## config.mk

```make
export PLATFORM = sky130hd
export DESIGN_NAME = ibex_avalon_bridge_pipelined
export DESIGN_NICKNAME = d
export VERILOG_FILES = /design/src/rtl/ibex_avalon_bridge_pipelined.sv
export SDC_FILE = /design/constraint.sdc
export NUM_CORES = 1
export LEC_CHECK = 0
export BUFFER_PORTS_ARGS = -buffer_cell sky130_fd_sc_hd__buf_4
export CORE_AREA = 2 2 136 138
export DETAILED_ROUTE_END_ITERATION = 7
export DIE_AREA = 0 0 138 140
export PLACE_DENSITY_LB_ADDON = 0.15
export SLEW_MARGIN = 30
export SYNTH_ARGS = -nofsm -noshare
export SYNTH_HDL_FRONTEND = slang
export SYNTH_SLANG_ARGS = --single-unit
export TNS_END_PERCENT = 10
```

## constraint.sdc

```tcl
create_clock -name clk_i -period 6.1 [get_ports clk_i]
set_input_delay 0.61 -clock clk_i [delete_from_list [all_inputs] [get_ports clk_i]]
set_output_delay 0.61 -clock clk_i [all_outputs]
set_load 0.01 [all_outputs]
```

## src/rtl/ibex_avalon_bridge_pipelined.sv

```systemverilog
// Bridges the ibex data port (req/gnt/rvalid) onto a pipelined Avalon-MM master.
// Up to MAX_OUTSTANDING reads are in flight; writes wait for reads to drain so responses stay in order.
module ibex_avalon_bridge_pipelined #(
  parameter int DATA_WIDTH      = 64,
  parameter int ADDR_WIDTH      = 32,
  parameter int MAX_OUTSTANDING = 4,
  localparam int BE_W           = DATA_WIDTH / 8,
  localparam int CNT_W          = $clog2(MAX_OUTSTANDING + 1)
) (
  input  logic                  clk_i,
  input  logic                  rst_i,
  input  logic                  data_req_i,
  input  logic                  data_we_i,
  input  logic [BE_W-1:0]       data_be_i,
  input  logic [ADDR_WIDTH-1:0] data_addr_i,
  input  logic [DATA_WIDTH-1:0] data_wdata_i,
  output logic                  data_gnt_o,
  output logic                  data_rvalid_o,
  output logic [DATA_WIDTH-1:0] data_rdata_o,
  output logic                  data_err_o,
  output logic [ADDR_WIDTH-1:0] avm_main_address,
  output logic [BE_W-1:0]       avm_main_byteenable,
  output logic                  avm_main_read,
  output logic                  avm_main_write,
  output logic [DATA_WIDTH-1:0] avm_main_writedata,
  input  logic                  avm_main_waitrequest,
  input  logic [DATA_WIDTH-1:0] avm_main_readdata,
  input  logic                  avm_main_readdatavalid,
  input  logic [1:0]            avm_main_response,
  output logic [CNT_W-1:0]      outstanding_o,
  output logic                  protocol_err_o
);

  localparam logic [ADDR_WIDTH-1:0] ADDR_MASK = ~(ADDR_WIDTH'(BE_W - 1));
  localparam logic [CNT_W-1:0]      CNT_MAX   = CNT_W'(MAX_OUTSTANDING);

  logic [CNT_W-1:0]      rd_cnt_q, rd_cnt_d;
  logic                  rvalid_q, rvalid_d;
  logic                  err_q, err_d;
  logic [DATA_WIDTH-1:0] rdata_q, rdata_d;
  logic                  perr_q, perr_d;

  logic can_rd, can_wr;
  logic rd_accept, wr_accept, rd_return, stray_return;

  assign can_rd = (rd_cnt_q < CNT_MAX);
  assign can_wr = (rd_cnt_q == '0);

  assign avm_main_read       = data_req_i & ~data_we_i & can_rd;
  assign avm_main_write      = data_req_i &  data_we_i & can_wr;
  assign avm_main_address    = data_addr_i & ADDR_MASK;
  assign avm_main_byteenable = data_be_i;
  assign avm_main_writedata  = data_wdata_i;

  assign data_gnt_o = (avm_main_read | avm_main_write) & ~avm_main_waitrequest;

  assign rd_accept    = avm_main_read  & ~avm_main_waitrequest;
  assign wr_accept    = avm_main_write & ~avm_main_waitrequest;
  assign rd_return    = avm_main_readdatavalid & (rd_cnt_q != '0);
  // Data arriving with nothing outstanding has no owner; drop it and flag the interconnect.
  assign stray_return = avm_main_readdatavalid & (rd_cnt_q == '0);

  always_comb begin
    rd_cnt_d = rd_cnt_q;
    case ({rd_accept, rd_return})
      2'b10:   rd_cnt_d = rd_cnt_q + CNT_W'(1);
      2'b01:   rd_cnt_d = rd_cnt_q - CNT_W'(1);
      default: rd_cnt_d = rd_cnt_q;
    endcase
  end

  always_comb begin
    rvalid_d = rd_return | wr_accept;
    err_d    = 1'b0;
    rdata_d  = rdata_q;
    perr_d   = perr_q | stray_return;
    if (rd_return) begin
      rdata_d = avm_main_readdata;
      err_d   = (avm_main_response != 2'b00);
    end
  end

  always_ff @(posedge clk_i) begin
    if (rst_i) begin
      rd_cnt_q <= '0;
      rvalid_q <= 1'b0;
      err_q    <= 1'b0;
      rdata_q  <= '0;
      perr_q   <= 1'b0;
    end else begin
      rd_cnt_q <= rd_cnt_d;
      rvalid_q <= rvalid_d;
      err_q    <= err_d;
      rdata_q  <= rdata_d;
      perr_q   <= perr_d;
    end
  end

  assign data_rvalid_o  = rvalid_q;
  assign data_err_o     = err_q;
  assign data_rdata_o   = rdata_q;
  assign outstanding_o  = rd_cnt_q;
  assign protocol_err_o = perr_q;

endmodule

```

==> run summary, run 1 <==
The tools report the worst relative slew slack as 43.5%. By count the netlist is led by nand2_1 (128), buf_4 (106), dfxtp_1 (70). The via count of the first global-routing pass was 2537; the power per cell area was 391 mW/mm².

Terminating pin of the worst hold path: data_rdata_o[35]$_SDFFE_PP0P_. The sort of element at the end of the critical path is an output pin. The run finished with clean final reports.

dfxtp_1 takes more of the synthesized area than any other cell. Once the floorplan was initialized, standard cells occupied 18.5% of the core. The number of antenna cells inserted is 0, and the detail-routed via count per cell is 3.80. The fraction of the cycle the final worst path needs was 35.9%; the critical path data arrival time was 1580 ps. The fraction of final layout cells with drive strength greater than 1 came out at 36.1%. Timing would allow up to 0.457 GHz. After clock tree synthesis, the setup repair step added 0 buffers. For this run, the leading register cell type out of synthesis is dfxtp_1.

The die boundary width was 138 µm. The final count of negative-setup-slack endpoints was 0; the worst hold slack was 453 ps. The total DRC errors in the routed layout came out at 0. The tools report the largest net degree at the start of global routing as 72. The worst register-to-register path begins at outstanding_o[2]$_SDFFE_PP0P_. No sink is reached through more buffers than the 2 on the longest clock path. The routed layout has 2594 vias. The routed length per instance came out at 12.9 µm. In the final design database the tool counted 627 nets. The first global-routing pass estimated 13.5 mm of wire. The number of standard cells after synthesis was 416. For the pin with the worst max-slew slack, the measured transition is 848 ps. The multi-input combinational cells in the finished layout cover a total of 981 µm².

Before antenna repair, the detailed router went through 4 iterations. In this run the worst path has a maximum fanout of 6. The clock tree synthesis step divided the H-tree into 3 levels. STA puts the critical path data required time at 5490 ps.

The die covers 0.0193 mm². The worst hold path was traced through 2 stages. The first-iteration detailed-routing DRC count was 68; the portion of synthesized cell area occupied by the leading cell type was 42.6%. The core region is 0.0178 mm². The total half-perimeter wirelength after legalization and detailed placement is 5.82 mm, and the depth of the most critical reg-to-reg path is 8. The I/O pin count was 353. Counting the fill cells in the layout gives 2000.

For this design the static power due to leakage is 1.68 nW. The run gives 151 µV as the largest vdd supply drop. At the later pin of the worst-skew pair, clock insertion delay measures 330 ps. The overall power after layout was 1.58 mW; the register cell area after layout was 0.00140 mm². Global routing used 8.80% of the available tracks. For the wire length reported by the detailed router, the log shows 8.80 mm. The area growth from synthesis to final layout works out to 22.9%. The placed instances occupy a cell area of 0.00378 mm². The final-layout setup total negative slack was 0 ps; the mean post-synth cell area was 7.92 µm².

The floorplan step set the die height to 140 µm. After global routing the overflow that remains totals 0. The cell area that synthesis handed to floorplanning was 0.00329 mm².

In this run, synthesis inferred 0 flip-flops with an integrated enable. Post-CTS repair changed the size of 0 cells. The clock transition at the registers of the reported paths came out at 50 ps. The start point of the worst min-delay path was data_rdata_o[35]$_SDFFE_PP0P_. Counting flops with an async set or reset pin after synthesis yields a share of 0%. STA classifies the critical path startpoint as a register.

The congestion estimate from routability-driven global placement came to 0.717. The run gives 0 as the number of warnings printed during yosys synthesis. During placement, the flow inserted port buffers numbering 144.

Ranked by total cell area, the synthesized netlist is headed by dfxtp_1 (43%), buf_4 (24%), nand2_1 (15%). Sequential cells were found to cover 42.6% of the synthesized design area. In this run the remaining antenna-violating nets after routing total 0. For the initial antenna violation count, the log shows 0. The final hold violation count was 0; the number of clock sinks seen by CTS was 70. Worst setup path category: register to output pin.

The min-delay analysis places its worst path in the category register to register. The worst setup skew after layout is 5.36 ps. Counting flops and latches in the post-synthesis netlist gives 70. For this design, the CTS-stage hold fixing added 0 buffers. Cell with the most instances after synthesis: nand2_1.

For flop-to-flop paths, the worst setup slack is 4130 ps. The count of final max-slew check failures was 0. CTS placed an instance of clkbuf_16 at the clock tree root. The tools report the end of the worst register-to-register path as outstanding_o[2]$_SDFFE_PP0P_. The final core utilization was 22.8%; the final instance area was 0.00405 mm².

After floorplanning, the core was divided into 49 placement rows. The netlist uses 23 different library cells. For the number of max-cap violations, the log shows 0. Setup repair after global routing left no endpoint under its margin.

TritonCTS built the clock tree. The number of buffers created by CTS is 9, and the time the worst path needs with I/O delays and setup is 2190 ps.
-- worst max-delay path, cell delays in order (launching register included) --
cell     delay (ps)
dfxtp_1         370
nor3_1          360
and3_1          260
o21ba_2         140
buf_4           110
-- placed cells by master, fill, tap and decap left out --
cell type    n
a21oi_1     67
and3_1       1
buf_4      146
clkbuf_1     1
clkbuf_16    9
clkbuf_8     1
clkinv_2     5
conb_1       3
dfxtp_1     70
fa_1         1
ha_1         1
inv_1        3
inv_2        1
nand2_1    128
nand2b_1     1
nor2_1       6
nor3_1       2
nor3b_1      1
o21ai_0      1
o21ba_2      1
o2bb2ai_1    1
o31ai_4      1
or3_1        1
xor2_1       2
-- power breakdown --
part	internal (mW)	switching, mW	total (mW)
sequential	0.550	0.0546	0.605
combinational	0.221	0.286	0.506
clock	0.282	0.191	0.473
total	1.05	0.531	1.58
-- kinds of logic after synthesis --
kind of cell / Yosys count / share of synthesized area, %
adders and majority gates: 2 / 0.988
DFF: 70 / 42.6
AOI/OAI and AO/OA: 71 / 11.6
buffers and inverters: 130 / 27.9
xor gates and xnor gates: 2 / 0.532
other: 1 / 0.114
and+or+nand+nor: 140 / 16.4
-- metal layers --
layer | track usage [%] | part of all wire, %
met3 | 4.99 | 11
met1 | 9.68 | 42
met2 | 13.5 | 45
met5 | 0 | 0
met4 | 4.62 | 2.7
-- per-stage QoR --
stage                     instances  setup slack [ps]
after floorplan                 418              3840
after global placement          667              3860
after detailed placement        667              3850
after CTS                       683              3860
after global routing            683              3830
final                           683              3910
-- state kept, by name (all words and copies together) (netlist names) --
register,count
data_rdata_o,64
outstanding_o,3
data_err_o,1
data_rvalid_o,1
protocol_err_o,1
-- how the worst max path moves through the flow --
| stage | cells past startpoint | startpoint | to | slack, ps |
|---|---|---|---|---|
| 2_1_floorplan | 9 | avm_main_readdatavalid | outstanding_o[2]$_SDFFE_PP0P_ | 3840 |
| 3_3_place_gp | 9 | data_req_i | outstanding_o[2]$_SDFFE_PP0P_ | 3860 |
| 3_5_place_dp | 9 | data_req_i | outstanding_o[2]$_SDFFE_PP0P_ | 3850 |
| 4_1_cts | 4 | outstanding_o[2]$_SDFFE_PP0P_ | data_gnt_o | 3860 |
| 5_1_grt | 4 | outstanding_o[2]$_SDFFE_PP0P_ | data_gnt_o | 3830 |
| 6_report | 4 | outstanding_o[2]$_SDFFE_PP0P_ | data_gnt_o | 3910 |
-- final cells by class --
cell class                      instances  share of cell area, %
Sequential cell                        70                   34.6
Timing Repair Buffer                  146                   27.1
Multi-Input combinational cell        218                   24.2
Tap cell                              229                   7.08
Clock buffer                           11                   6.00
Clock inverter                          5                  0.618
Inverter                                4                  0.371
(Power assumes the default switching activity.)
==> run 2: changes to the inputs <==
--- a/config.mk
+++ b/config.mk
@@ -6,9 +6,9 @@
 export NUM_CORES = 1
 export LEC_CHECK = 0
 export BUFFER_PORTS_ARGS = -buffer_cell sky130_fd_sc_hd__buf_4
-export CORE_AREA = 2 2 136 138
+export CORE_AREA = 2 2 138 140
 export DETAILED_ROUTE_END_ITERATION = 7
-export DIE_AREA = 0 0 138 140
+export DIE_AREA = 0 0 140 142
 export PLACE_DENSITY_LB_ADDON = 0.15
 export SLEW_MARGIN = 30
 export SYNTH_ARGS = -nofsm -noshare
==> constraint.sdc (replaced) <==
create_clock -name clk_i -period 2.1 [get_ports clk_i]
set_input_delay 0.21 -clock clk_i [delete_from_list [all_inputs] [get_ports clk_i]]
set_output_delay 0.21 -clock clk_i [all_outputs]
set_load 0.01 [all_outputs]
==> run 2 against run 1 <==
Compared with the run above:
- critical path type is now register to register
- core utilization down 0.16 points
- clock skew down 2.1 ps
- first-iteration DRC count up 54%
- the run now ends with design-rule violations left
- combinational power rose to 3.0 times the previous value
==> run summary, run 2 (synthesis results as in run 1) <==
The largest net degree at the start of global routing came out at 67 (-6.9%). Global-route congestion overflow total: 0 (unchanged). For the leakage power figure, the log shows 1.74 nW (+3.4%). The number of antenna cells inserted was 0 (unchanged); the count of input and output buffers was 144 (unchanged).

Placeable core area: 0.0185 mm² (+3.8%). The maximum number of buffers from clock root to sink was 2 (unchanged); the number of placement rows was 50 (+2.0%). Setup repair after global routing left no endpoint under its margin. The tree is rooted in a clkbuf_16.

The run gives 1.57 mW (+200%) as the switching component of the power. The die boundary width was 140 µm (+1.4%). For the CTS H-tree depth, the log shows 3 (unchanged). The die footprint was 0.0199 mm² (+2.9%); the achievable clock frequency was 0.541 GHz. The worst-skew pair later-pin latency is 330 ps (about the same), and the proportion of total power due to net switching is 31.6% (-2.0 points).

The tools report the first-iteration detailed-routing DRC count as 105 (+54%). The number of clock sinks seen by CTS came out at 70 (unchanged). The logs give 6.47 mm (+11%) for the total half-perimeter wirelength after legalization and detailed placement and 2360 ps (-3130 ps) for the required arrival time at the worst endpoint. Number of max-cap violations: 0 (unchanged). The internal power component was 3.40 mW (+220%); the worst relative slew slack was 48.8% (+5.3 points). The cell count after placement came out at 677 (+1.5%). Traced cell by cell, the critical path runs through nor3b_1, nand2b_1, ha_1, inv_1, fa_1, xor2_1, or3_1, a21oi_1.

The flow ran to the end, but the final reports show violations. The tools report the clock group share of total power as 34.5% (+4.6 points). The worst hold path belongs to the class input port to register. Initial antenna violation count: 0 (unchanged). The number of flip-flops under the largest register name was 64 (unchanged); the aggregate global-route resource usage was 9.42% (+0.62 points). TritonCTS built the clock tree.

The via count of the first global-routing pass is 2691 (+6.1%), and the worst setup skew after layout is 3.28 ps (-2.08 ps). Fraction of the cycle the final worst path needs: 88.1%. The clock transition at the registers of the reported paths is 60 ps (about the same), and the combinational share of power is 30.6% (-1.4 points). The run gives 0 (unchanged) as the count of final max-slew check failures. The final net count came out at 632 (+0.80%).

The worst setup path is launched from a register. The critical path data arrival time is 2110 ps (+530 ps), and the number of antenna-violating nets in the routed design is 0 (unchanged). The number of buffers created by CTS was 9 (unchanged).

The largest vdd supply drop was 484 µV (+220%). The routed length per instance came out at 13.7 µm (+6.5%). The logs give 693 (+1.5%) for the post-route non-filler standard cell count and 0 ps (unchanged) for the final-layout setup total negative slack. The tools report the iteration count of the initial detailed-routing pass as 6 (+2). The post-CTS setup-driven buffer insertion count was 0 (unchanged). The logs give 22.6% (-0.16 points) for the final core utilization and 2041 (+2.1%) for the filler cell count in the final layout. The maximum fanout along the worst path came out at 3 (-3).

The run gives 4.97 mW (+210%) as the overall power after layout. The wire length reported by the detailed router was 9.51 mm (+8.0%); the time the worst path needs with I/O delays and setup was 1850 ps. For the final hold violation count, the log shows 0 (unchanged).

The I/O pin count was 353 (unchanged). The total number of vias came out at 2650 (+2.2%). The worst setup path is captured at a register.

The starting density of the core is 17.8% (-0.68 points), and the number of buffers added to fix hold violations after cts is 0 (unchanged). The worst slack at placement came out at 248 ps (-3600 ps). The worst stage delay on the critical path came out at 410 ps (+40 ps).

The tools report the worst-case setup margin in the final layout as 251 ps (-3660 ps). The checks that failed: design-rule violations. The weighted congestion at the end of routability-driven global placement was 0.683 (-4.9%). The worst setup path category is register to register. The quantity of gates resized following cts was 0 (unchanged).

The area growth from synthesis to layout is 26.7%. The share of power burned in registers is 34.9% (-3.3 points), and the power per cell area is 1190 mW/mm² (+200%). The detail-routed via count per cell came out at 3.82 (+0.68%).

The library cells used most frequently in the layout, excluding fill and tap cells, are buf_4 (150), nand2_1 (128), dfxtp_1 (70). Leaving out fill and tap cells, the most frequent cell in the layout is buf_4. The run gives 0 (unchanged) as the final count of negative-setup-slack endpoints.

The total DRC errors in the routed layout is 25 (+25), and the wire length of the first global-routing pass is 14.3 mm (+6.6%). For this design, the slowest cell found on the critical path is dfxtp_1. The fraction of final layout cells with drive strength greater than 1 came out at 36.8% (+0.70 points).

The die height was 142 µm (+1.4%); the actual slew at the worst max-slew pin was 769 ps (-79.7 ps).
==> run 2: worst max-delay path, delay by kind of cell (launching register included) <==
family | cells | cell delay (ps)
AND/OR/NAND/NOR | 3 | 480
flip-flops | 1 | 410
adder cells (fa/ha/maj) | 2 | 550
XOR/XNOR | 1 | 160
AO/OA/AOI/OAI | 1 | 140
buffers and inverters | 1 | 60
==> run 2: cell type report <==
class / count / area [µm²] / area share [%]
Sequential cell: 70 / 1400 / 33.6
Tap cell: 234 / 293 / 7.02
Inverter: 4 / 15.0 / 0.360
Timing Repair Buffer: 151 / 1150 / 27.5
Clock inverter: 3 / 65.1 / 1.56
Clock buffer: 13 / 270 / 6.48
Multi-Input combinational cell: 218 / 981 / 23.5
==> run 2: power groups by stage <==
stage               Combinational, mW  Sequential [mW]  Clock, mW
CTS                              1.57             1.74       1.83
global route                     1.71             1.77       1.87
detailed placement               1.57             1.77          0
floorplan                       0.926             1.89          0
global placement                 1.56             1.76          0
finish                           1.52             1.73       1.71
==> run 2: metal layers <==
layer	vias up	part of all wire, %	routed length, µm	GRT usage [%]
met5	-	0	0	0
met4	0	4.6	439	7.12
li1	1283	-	-	-
met2	150	46	4410	15.1
met1	1176	38	3640	9.59
met3	41	11	1020	4.51
==> run 2: through the flow <==
stage	cell area (µm²)	hold WS (ps)
floorplan	3300	346
global placement	3840	420
detailed placement	3840	420
CTS	4170	94.7
global route	4170	105
finish	4170	121
==> run 2: worst paths after layout <==
check | startpoint | end | slack [ps] | cells past startpoint
hold / removal | avm_main_readdata[48] | data_rdata_o[48]$_SDFFE_PP0P_ | 120 | 3
setup / recovery | outstanding_o[2]$_SDFFE_PP0P_ | outstanding_o[2]$_SDFFE_PP0P_ | 250 | 8
setup reg to reg | outstanding_o[2]$_SDFFE_PP0P_ | outstanding_o[2]$_SDFFE_PP0P_ | 250 | 8
hold reg to reg | data_rdata_o[11]$_SDFFE_PP0P_ | data_rdata_o[11]$_SDFFE_PP0P_ | 450 | 2
==> run 3: changes to the inputs <==
--- a/config.mk
+++ b/config.mk
@@ -6,7 +6,8 @@
 export NUM_CORES = 1
 export LEC_CHECK = 0
 export BUFFER_PORTS_ARGS = -buffer_cell sky130_fd_sc_hd__buf_4
-export CORE_AREA = 2 2 138 140
+export CORE_AREA = 4 4 136 138
+export CTS_CLUSTER_DIAMETER = 80
 export DETAILED_ROUTE_END_ITERATION = 7
 export DIE_AREA = 0 0 140 142
 export PLACE_DENSITY_LB_ADDON = 0.15
==> run 3 against run 2 <==
Compared with the run above:
- the flow now finishes without violations
- sequential cell count stayed put
- global-route usage is 0.15 points higher
- via count is 0.53% lower
==> run summary, run 3 (synthesis results as in run 1) <==
The maximum number of buffers from clock root to sink was 2 (unchanged). The logs give 0 (unchanged) for the initial antenna violation count and 9 (unchanged) for the number of buffers created by CTS. The worst-case setup margin in the final layout is 208 ps (-42.4 ps), and the buffers plus inverters on the worst setup path is 2 (+1).

TritonCTS built the clock tree. Worst setup path category: register to register. The clock transition at the registers of the reported paths was 60 ps (about the same); the required arrival time at the worst endpoint was 2360 ps (about the same). The number of placement rows was 48 (-4.0%). The leading cell type in the layout, fill and taps excluded was buf_4. Tracing the worst setup path back leads to its startpoint at outstanding_o[1]$_SDFFE_PP0P_. The logs give 0 (unchanged) for the number of buffers added to fix hold violations after cts and 0.00140 mm² (unchanged) for the register cell area after layout. The fraction of the cycle the final worst path needs works out to 90.1% (+2.0 points). In the layout the commonest cells are buf_4 (149), nand2_1 (128), dfxtp_1 (70).

The overall power after layout is 4.76 mW (-4.3%), and the die boundary width is 140 µm (unchanged). The routed length per instance was 14.0 µm (+2.2%); the time the worst path needs with I/O delays and setup was 1890 ps (+42.4 ps). The logs give 70 (unchanged) for the number of clock sinks seen by CTS and 2150 ps (+40 ps) for the critical path data arrival time. The count of input and output buffers is 144 (unchanged). The run gives 667 (-1.5%) as the cell count after placement. The logs give 0 (unchanged) for the final count of negative-setup-slack endpoints and 353 (unchanged) for the I/O pin count. In this run the critical register-to-register path is launched from outstanding_o[1]$_SDFFE_PP0P_.

From synthesis to final layout, the design area changed by 24.7%. The iteration count of the initial detailed-routing pass came out at 6 (unchanged). In this run the most critical hold path is launched from avm_main_readdata[34]. The run gives 6.70 mm (+3.4%) as the total half-perimeter wirelength after legalization and detailed placement.

The tree is rooted in a clkbuf_16. The tools report the number of antenna cells inserted as 0 (unchanged). For the met2 wire length, the log shows 4.61 mm (+4.5%).

For the post-CTS setup-driven buffer insertion count, the log shows 0 (unchanged). The logs give 0.0199 mm² (unchanged) for the die footprint and 0.0172 mm² (-6.9%) for the placeable core area. For the number of antenna-violating nets in the routed design, the log shows 0 (unchanged).

Sort of element at the end of the critical path: a register. The kind of cell adding the most delay to the critical path was adder cells. The largest net degree at the start of global routing was 67 (unchanged); the CTS H-tree depth was 3 (unchanged). The logs give 1940 (-4.9%) for the filler cell count in the final layout and 0 ps (unchanged) for the final-layout setup total negative slack. The global-route congestion overflow total came out at 0 (unchanged). The logs give 0 (unchanged) for the number of max-cap violations and 1.71 nW (-1.7%) for the leakage power figure.

For the total DRC errors in the routed layout, the log shows 0 (-100%). The worst setup skew after layout is 7.01 ps (+3.73 ps). Achievable clock frequency: 0.529 GHz (-2.2%). For the quantity of gates resized following cts, the log shows 0 (unchanged). STA classifies the critical path startpoint as a register.

Cell with the biggest individual delay on the critical path: dfxtp_1. For the total number of vias, the log shows 2636 (-0.53%). In this run the worst hold path is classified as input port to register. For the starting density of the core, the log shows 19.2% (+1.3 points). The first-iteration detailed-routing DRC count was 42 (-60%).

The critical path goes through o31ai_4, inv_2, ha_1, inv_1, fa_1, xor2_1, or3_1, a21oi_1. The count of final max-slew check failures was 0 (unchanged). The worst slack at placement is 250 ps (+1.31 ps), and the final hold violation count is 0 (unchanged). The top routing layer in use was met4. The fraction of final layout cells with drive strength greater than 1 was 36.5% (-0.28 points). The actual slew at the worst max-slew pin came out at 747 ps (-21.4 ps).

The worst stage delay on the critical path works out to 460 ps (+50 ps). The tools report the post-route non-filler standard cell count as 682 (-1.6%). The number of flip-flops under the largest register name works out to 64 (unchanged). The run finished with clean final reports. The power per cell area was 1160 mW/mm² (-2.8%); the area used by multi-input combinational logic was 981 µm² (unchanged). The die height is 142 µm (unchanged).

The via count of the first global-routing pass came out at 2821 (+4.8%). The final instance area is 0.00411 mm² (-1.5%), and the wire length on met1 is 3.53 mm (-2.9%). Setup repair after global routing left no endpoint under its margin. The total met3 wirelength after detailed routing was 1.10 mm (+7.8%); the wire length reported by the detailed router was 9.56 mm (+0.54%).

Largest vdd supply drop: 686 µV (+42%). Worst relative slew slack: 50.2% (+1.4 points). The aggregate global-route resource usage was 9.57% (+0.15 points); the detail-routed via count per cell was 3.87 (+1.1%). The worst-skew pair later-pin latency is 330 ps (about the same).

The maximum fanout along the worst path is 5 (+2), and the total cell area at the placement stage is 0.00382 mm² (-0.49%). The final net count is 631 (-0.16%), and the wire length of the first global-routing pass is 15.0 mm (+4.4%). The weighted congestion at the end of routability-driven global placement came out at 0.709 (+3.9%).
-- run 3: through the flow --
stage,util (%),hold slack (ps)
after floorplan,-,346
after global placement,22.2,420
after detailed placement,22.2,420
after CTS,23.9,97.6
after global routing,23.9,111
final,23.9,123
-- run 3: final cells by class --
cell class                 instances  area share (%)
sequential                        70            34.1
timing repair buffer             150            27.7
multi-input combinational        218            23.9
tap                              225            6.85
clock buffer                      11            5.91
clock inverter                     4            1.16
inverter                           4           0.366
-- run 3: final timing paths --
| path | cells past startpoint | slack, ps | to |
|---|---|---|---|
| hold reg to reg | 2 | 450 | data_rdata_o[59]$_SDFFE_PP0P_ |
| hold / removal | 3 | 120 | data_rdata_o[34]$_SDFFE_PP0P_ |
| setup / recovery | 8 | 210 | outstanding_o[2]$_SDFFE_PP0P_ |
| setup reg to reg | 8 | 210 | outstanding_o[2]$_SDFFE_PP0P_ |
-- run 3: worst register-to-register path, cell delays in order (launching register included) --
cell     delay (ps)
dfxtp_1         460
o31ai_4          90
inv_2            60
ha_1            170
inv_1            60
fa_1            370
xor2_1          170
or3_1           310
a21oi_1         140
-- run 3: routing by layer --
layer / up-vias / track usage, %
met2: 165 / 15.3
met3: 36 / 5.17
met4: 0 / 5.86
met5: - / 0
met1: 1155 / 9.89
li1: 1280 / -
-- run 3: report_power, final --
group          switching (mW)  internal (mW)  leakage, nW
logic                   0.842          0.661         1.00
clock network           0.571          0.941        0.141
registers               0.145           1.60        0.568
